`config.mk`:
```
export PLATFORM = sky130hd
export DESIGN_NAME = alu_sequencer
export DESIGN_NICKNAME = d
export VERILOG_FILES = /design/src/rtl/alu_seq_pkg.sv /design/src/rtl/op_decode.sv /design/src/rtl/alu_sequencer.sv
export SDC_FILE = /design/constraint.sdc
export NUM_CORES = 1
export LEC_CHECK = 0
export BUFFER_PORTS_ARGS = -buffer_cell sky130_fd_sc_hd__buf_2
export CAP_MARGIN = 10
export CORE_AREA = 2 2 101 103
export CTS_CLUSTER_DIAMETER = 50
export CTS_CLUSTER_SIZE = 12
export DETAILED_ROUTE_END_ITERATION = 12
export DIE_AREA = 0 0 103 105
export PLACE_DENSITY = 0.8
export SKIP_CTS_REPAIR_TIMING = 1
export SLEW_MARGIN = 30
export SYNTH_ARGS = -nofsm -noshare
export SYNTH_HDL_FRONTEND = slang
export SYNTH_SLANG_ARGS = --single-unit
```
`constraint.sdc`:
```
create_clock -name clk -period 2.5 [get_ports clk]
set_input_delay 0.5 -clock clk [delete_from_list [all_inputs] [get_ports clk]]
set_output_delay 0.5 -clock clk [all_outputs]
set_load 0.05 [all_outputs]
```
`src/rtl/alu_seq_pkg.sv`:
```
// Shared constants for the ALU sequencer: opcodes, FSM state encoding and
// bit positions of the one-hot operation-select vector.
package alu_seq_pkg;

   localparam int N_OPS = 13;

   localparam logic [3:0] OP_ADD = 4'd0;
   localparam logic [3:0] OP_SUB = 4'd1;
   localparam logic [3:0] OP_MUL = 4'd2;
   localparam logic [3:0] OP_DIV = 4'd3;
   localparam logic [3:0] OP_MOD = 4'd4;
   localparam logic [3:0] OP_CMP = 4'd5;
   localparam logic [3:0] OP_AND = 4'd6;
   localparam logic [3:0] OP_OR  = 4'd7;
   localparam logic [3:0] OP_NOT = 4'd8;
   localparam logic [3:0] OP_MOV = 4'd9;
   localparam logic [3:0] OP_LSL = 4'd10;
   localparam logic [3:0] OP_LSR = 4'd11;
   localparam logic [3:0] OP_ASR = 4'd12;

   localparam logic [1:0] S_IDLE = 2'd0;
   localparam logic [1:0] S_LOAD = 2'd1;
   localparam logic [1:0] S_EXEC = 2'd2;
   localparam logic [1:0] S_WB   = 2'd3;

   // Strobe bit index equals the opcode value, so decode is a plain shift.
   localparam int B_ADD = 0;
   localparam int B_SUB = 1;
   localparam int B_MUL = 2;
   localparam int B_DIV = 3;
   localparam int B_MOD = 4;
   localparam int B_CMP = 5;
   localparam int B_AND = 6;
   localparam int B_OR  = 7;
   localparam int B_NOT = 8;
   localparam int B_MOV = 9;
   localparam int B_LSL = 10;
   localparam int B_LSR = 11;
   localparam int B_ASR = 12;

   typedef logic [N_OPS-1:0] op_vec_t;

endpackage

```
`src/rtl/op_decode.sv`:
```
// Combinational opcode decoder: one-hot operation select plus class flags.
module op_decode
   import alu_seq_pkg::*;
(
   input  logic [3:0] opcode,
   output op_vec_t    strobes,
   output logic       is_cmp,
   output logic       is_divmod,
   output logic       illegal
);

   assign illegal   = (opcode > OP_ASR);
   assign strobes   = illegal ? '0 : (op_vec_t'(1) << opcode);
   assign is_cmp    = (opcode == OP_CMP);
   assign is_divmod = (opcode == OP_DIV) || (opcode == OP_MOD);

endmodule

```
`src/rtl/alu_sequencer.sv`:
```
// Four-state control stage in front of the ALU: fetch operands from the
// register file, strobe the ALU, then write back the result or the flags.
module alu_sequencer
   import alu_seq_pkg::*;
#(
   parameter int W  = 32,
   parameter int RA = 4
) (
   input  logic          clk,
   input  logic          rst_n,
   input  logic          inst_valid,
   output logic          inst_ready,
   input  logic [3:0]    opcode,
   input  logic [RA-1:0] rd,
   input  logic [RA-1:0] rs1,
   input  logic [RA-1:0] rs2,
   input  logic          use_imm,
   input  logic [15:0]   imm,
   output logic [RA-1:0] rf_ra1,
   output logic [RA-1:0] rf_ra2,
   input  logic [W-1:0]  rf_rd1,
   input  logic [W-1:0]  rf_rd2,
   output logic          rf_we,
   output logic [RA-1:0] rf_wa,
   output logic [W-1:0]  rf_wd,
   output logic [W-1:0]  AIn,
   output logic [W-1:0]  BIn,
   output logic          ldA,
   output logic          ldB,
   output logic          clrA,
   output logic          clrB,
   output logic          ldResult,
   output logic          clrResult,
   output logic          isAdd,
   output logic          isSub,
   output logic          isMul,
   output logic          isDiv,
   output logic          isMod,
   output logic          isCmp,
   output logic          isAnd,
   output logic          isOr,
   output logic          isNot,
   output logic          isMov,
   output logic          isLsl,
   output logic          isLsr,
   output logic          isAsr,
   input  logic [W-1:0]  aluResult,
   output logic          flag_wr,
   output logic          done,
   output logic          err
);

   logic [1:0]    state;
   logic          started_q;
   logic          clr_q;
   logic          ill_err_q;
   logic [3:0]    op_q;
   logic [RA-1:0] rd_q, rs1_q, rs2_q;
   logic          use_imm_q;
   logic [15:0]   imm_q;
   logic [W-1:0]  b_q;

   logic [3:0]    dec_opcode;
   op_vec_t       strobes;
   op_vec_t       op_vec;
   logic          is_cmp, is_divmod, illegal;
   logic          accept, div_zero;
   logic [W-1:0]  b_mux;

   // In IDLE the decoder classifies the incoming opcode; afterwards the held one.
   assign dec_opcode = (state == S_IDLE) ? opcode : op_q;

   op_decode u_op_decode (
      .opcode    (dec_opcode),
      .strobes   (strobes),
      .is_cmp    (is_cmp),
      .is_divmod (is_divmod),
      .illegal   (illegal)
   );

   assign inst_ready = started_q && (state == S_IDLE);
   assign accept     = inst_valid && inst_ready;
   assign b_mux      = use_imm_q ? {{(W-16){imm_q[15]}}, imm_q} : rf_rd2;
   assign div_zero   = is_divmod && (b_q == '0);

   always_ff @(posedge clk or negedge rst_n) begin
      // NOTE: the captured fields are reset too, so an instruction cut off by
      // reset leaves nothing behind that a later cycle could act on.
      if (!rst_n) begin
         state     <= S_IDLE;
         started_q <= 1'b0;
         clr_q     <= 1'b0;
         ill_err_q <= 1'b0;
         op_q      <= '0;
         rd_q      <= '0;
         rs1_q     <= '0;
         rs2_q     <= '0;
         use_imm_q <= 1'b0;
         imm_q     <= '0;
         b_q       <= '0;
      end else begin
         // NOTE: non-blocking so every register samples pre-edge values.
         started_q <= 1'b1;
         clr_q     <= !started_q;
         ill_err_q <= accept && illegal;
         case (state)
            S_IDLE: if (accept && !illegal) begin
               op_q      <= opcode;
               rd_q      <= rd;
               rs1_q     <= rs1;
               rs2_q     <= rs2;
               use_imm_q <= use_imm;
               imm_q     <= imm;
               state     <= S_LOAD;
            end
            S_LOAD: begin
               b_q   <= b_mux;
               state <= S_EXEC;
            end
            S_EXEC:  state <= div_zero ? S_IDLE : S_WB;
            default: state <= S_IDLE;
         endcase
      end
   end

   always_comb begin
      // NOTE: every output gets a default first so no path infers a latch.
      rf_ra1   = '0;
      rf_ra2   = '0;
      AIn      = '0;
      BIn      = '0;
      ldA      = 1'b0;
      ldB      = 1'b0;
      ldResult = 1'b0;
      flag_wr  = 1'b0;
      rf_we    = 1'b0;
      rf_wa    = '0;
      rf_wd    = '0;
      done     = 1'b0;
      op_vec   = '0;
      case (state)
         S_LOAD: begin
            rf_ra1 = rs1_q;
            rf_ra2 = rs2_q;
            AIn    = rf_rd1;
            BIn    = b_mux;
            ldA    = 1'b1;
            ldB    = 1'b1;
         end
         S_EXEC: begin
            op_vec   = strobes;
            flag_wr  = is_cmp;
            ldResult = !is_cmp && !div_zero;
         end
         S_WB: begin
            rf_we = !is_cmp;
            rf_wa = is_cmp ? '0 : rd_q;
            rf_wd = is_cmp ? '0 : aluResult;
            done  = 1'b1;
         end
         default: ;
      endcase
   end

   assign err       = ill_err_q || ((state == S_EXEC) && div_zero);
   assign clrA      = clr_q;
   assign clrB      = clr_q;
   assign clrResult = clr_q;

   assign isAdd = op_vec[B_ADD];
   assign isSub = op_vec[B_SUB];
   assign isMul = op_vec[B_MUL];
   assign isDiv = op_vec[B_DIV];
   assign isMod = op_vec[B_MOD];
   assign isCmp = op_vec[B_CMP];
   assign isAnd = op_vec[B_AND];
   assign isOr  = op_vec[B_OR];
   assign isNot = op_vec[B_NOT];
   assign isMov = op_vec[B_MOV];
   assign isLsl = op_vec[B_LSL];
   assign isLsr = op_vec[B_LSR];
   assign isAsr = op_vec[B_ASR];

endmodule

```
==> flow_summary.ini <==
[synth]
ys_top_cells_by_area = dfrtp_1 46%, and2_1 13%, mux2_1 8.6%
async_flop_share = 1.000
synth_fp_nets = 505
synth_ff_type = dfrtp_1
ys_seq_elements = 70
synth_most_common_cell = and2_1
synth_edf_count = 0
yosysWarnings = 0
synth_common_cells = 78 x and2_1, 70 x dfrtp_1, 50 x nor2_1
seq_area_frac_synth = 0.4614
synth_area_um2 = 3796
netlist_instances = 373
synth.largest_area_cell = dfrtp_1
yosysTopAreaCellShare = 0.4614
ys_types = 37
synth_area_per_cell_um2 = 10.18

[setup_path]
crit_buf_inv = 2
cp-start-kind = flop
critPathMaxStageDelay_ns = 0.38
arrival_ns = 2.15
end_kind = primary output
slowest_stage = dfrtp_1
crit_family = simple AND/OR/NAND/NOR gates
ff2ff_path_depth = 8
cp_data_required_time_ns = 2.00
crit_fanout = 18
path_cells = or2_4, a31oi_4, nor2_4, nor2b_4, clkbuf_16, and2_1, buf_6
worstSetupPathType = flop to primary output
cp.depth = 7

[sta]
final_max_slew_viol_count = 0
clock_skew_ns = 0.009818
worst_pin_slew_ns = 0.6280
fin_crit_sh = 1.060
finalHoldViolCount = 0
fmax_mhz = 377.4
setup_viol = 40
slew_headroom = 0.5813
period_needed_ns = 2.650
setup_ws_ns = -0.1500
setup_tns_ns = -3.050
rsz0062_at_grt = yes

[drt]
drc = 0
wl_um = 13550
wl_met1_um = 5382
wire_per_inst_um = 17.53
antenna_left = 0
highest_layer = met4
met2_wirelength_um = 6736
drtIter0Drc = 188
drt_pass1_iterations = 4
wl_met3_um = 964
vias = 3805
routed_via_density = 4.922

[floorplanning]
die_h_um = 105
die_area_um2 = 10820
io_pins = 264
initial_core_util = 0.3938
die_w_um = 103
rows = 36
core_area_um2 = 9639

[layout]
nFillCells = 777
layout-drive-gt1-share = 0.5493
multiInputGateArea_um2 = 2029
fin_util = 0.6251
final_nets = 766
ff_latch_area_um2 = 1752
area_growth_pct = 58.73

[cts]
clkLatencyLatePin_ns = 0.33
cts-root-buf = clkbuf_8
cts.sinks = 70
htreeDepth = 3
clockBufferDepth = 2
cts_tree = yes
cts_buffers = 9
clk_pin_slew_ns = 0.07

[global_route]
grt_max_degree = 71
grt_usage = 0.2137
gr-total-overflow = 0
grt_pass1_wl_um = 18180
grt_antenna_before_repair = 0
grt_pass1_vias = 3538

[power_and_ir_drop]
p_leak_nw = 3.304
ir_drop_mv = 0.6386
total_power_w = 0.007902
power.density_nw_per_um2 = 1311

[outcome]
violations = setup timing
status = finished with violations

[hold_path]
hold_class = primary input to async pin

[placed_design]
port_buffers = 263
hpwl_um = 9316
gp_congestion = 0.8423

[job]
cap_violations = 0
sequential cells by signal, indices dropped and copies added (netlist names):
signal,cells
clrA,1
imm_q,16
rs1_q,4
ill_err_q,1
use_imm_q,1
state,2
rs2_q,4
b_q,32
rd_q,4
op_q,4
started_q,1
cell usage in the layout, fill, tap and decap left out, types with 2 or more instances in the layout:
cell type	instances
nor2_4	3
or2_2	3
a21oi_1	17
buf_12	4
buf_8	18
nor4_4	2
clkbuf_8	9
a21oi_2	2
a21o_1	32
nor2_2	4
dfrtp_1	70
mux2_1	29
mux2i_1	15
clkinv_2	2
buf_4	15
nand4_1	2
nor4_1	7
a31oi_1	2
nand2_1	2
inv_1	5
nand2b_2	2
buf_6	26
and2_2	6
clkinvlp_4	2
nand3_2	2
clkbuf_4	4
nor2_1	45
nor4b_4	2
a31oi_4	2
buf_2	211
clkbuf_1	3
mux2_2	4
and2_4	18
and2_1	54
metal layers:
layer  vias to the layer above  GRT usage
met4                         0    0.06955
met2                       179     0.3455
li1                       1772          -
met1                      1822     0.2719
met5                         -          0
met3                        32    0.06288
worst reg2reg max path: stages, from the launching register on:
cell     delay [ns]
dfrtp_1        0.38
buf_4          0.19
nor4_4         0.27
a21oi_4        0.10
buf_4          0.16
nand3_2        0.09
nand3_2        0.32
buf_12         0.29
mux2_1         0.33
worst paths after layout:
check / startpoint / endpoint / slack (ns)
min in group clk: imm[0] / imm_q[0]$_DFFE_PN0P_ / 0.37
hold / removal: rst_n / b_q[14]$_DFFE_PN0P_ / 0.17
max in group asynchronous: rst_n / op_q[1]$_DFFE_PN0P_ / 1.90
setup reg to reg: state[1]$_DFFE_PN0P_ / rs2_q[1]$_DFFE_PN0P_ / 0.27
setup / recovery: state[1]$_DFFE_PN0P_ / rf_wd[23] / -0.15
hold reg to reg: started_q$_DFF_PN0_ / clrA$_DFF_PN0_ / 0.47
layout make-up:
class                   instances  area share
multi-input cells             268      0.3368
repair buffers                279      0.3098
flip-flops and latches         70      0.2907
well taps                     133     0.02762
clock buffers                  12     0.02243
clock inverters                 4    0.007890
inverters                       6    0.004360
diodes                          1   0.0004153
power breakdown:
group / total, W / switching [W] / internal [W]
Clock: 0.000867 / 0.000408 / 0.000459
Combinational: 0.00505 / 0.00329 / 0.00175
Sequential: 0.00199 / 0.000325 / 0.00166
cell families after synthesis:
group | synth area share
and+or+nand+nor | 0.2393
DFF | 0.4614
AOI/OAI and AO/OA | 0.1045
muxes | 0.1374
buffers and inverters | 0.05636
other | 0.0009878
stage by stage:
| step | std cells | setup slack [ns] | hold slack [ns] | area (um2) |
|---|---|---|---|---|
| 2_1_floorplan | 373 | 0.02822 | 0.2044 | 3816 |
| 3_3_place_gp | 752 | 0.1379 | 0.4599 | 5255 |
| 3_5_place_dp | 752 | 0.06739 | 0.4610 | 5255 |
| 4_1_cts | 768 | -0.3142 | 0.3133 | 5438 |
| 5_1_grt | 772 | -0.2244 | 0.2062 | 6023 |
| 6_report | 773 | -0.1500 | 0.1736 | 6026 |
Note: power is estimated with default switching activity, not from simulation.
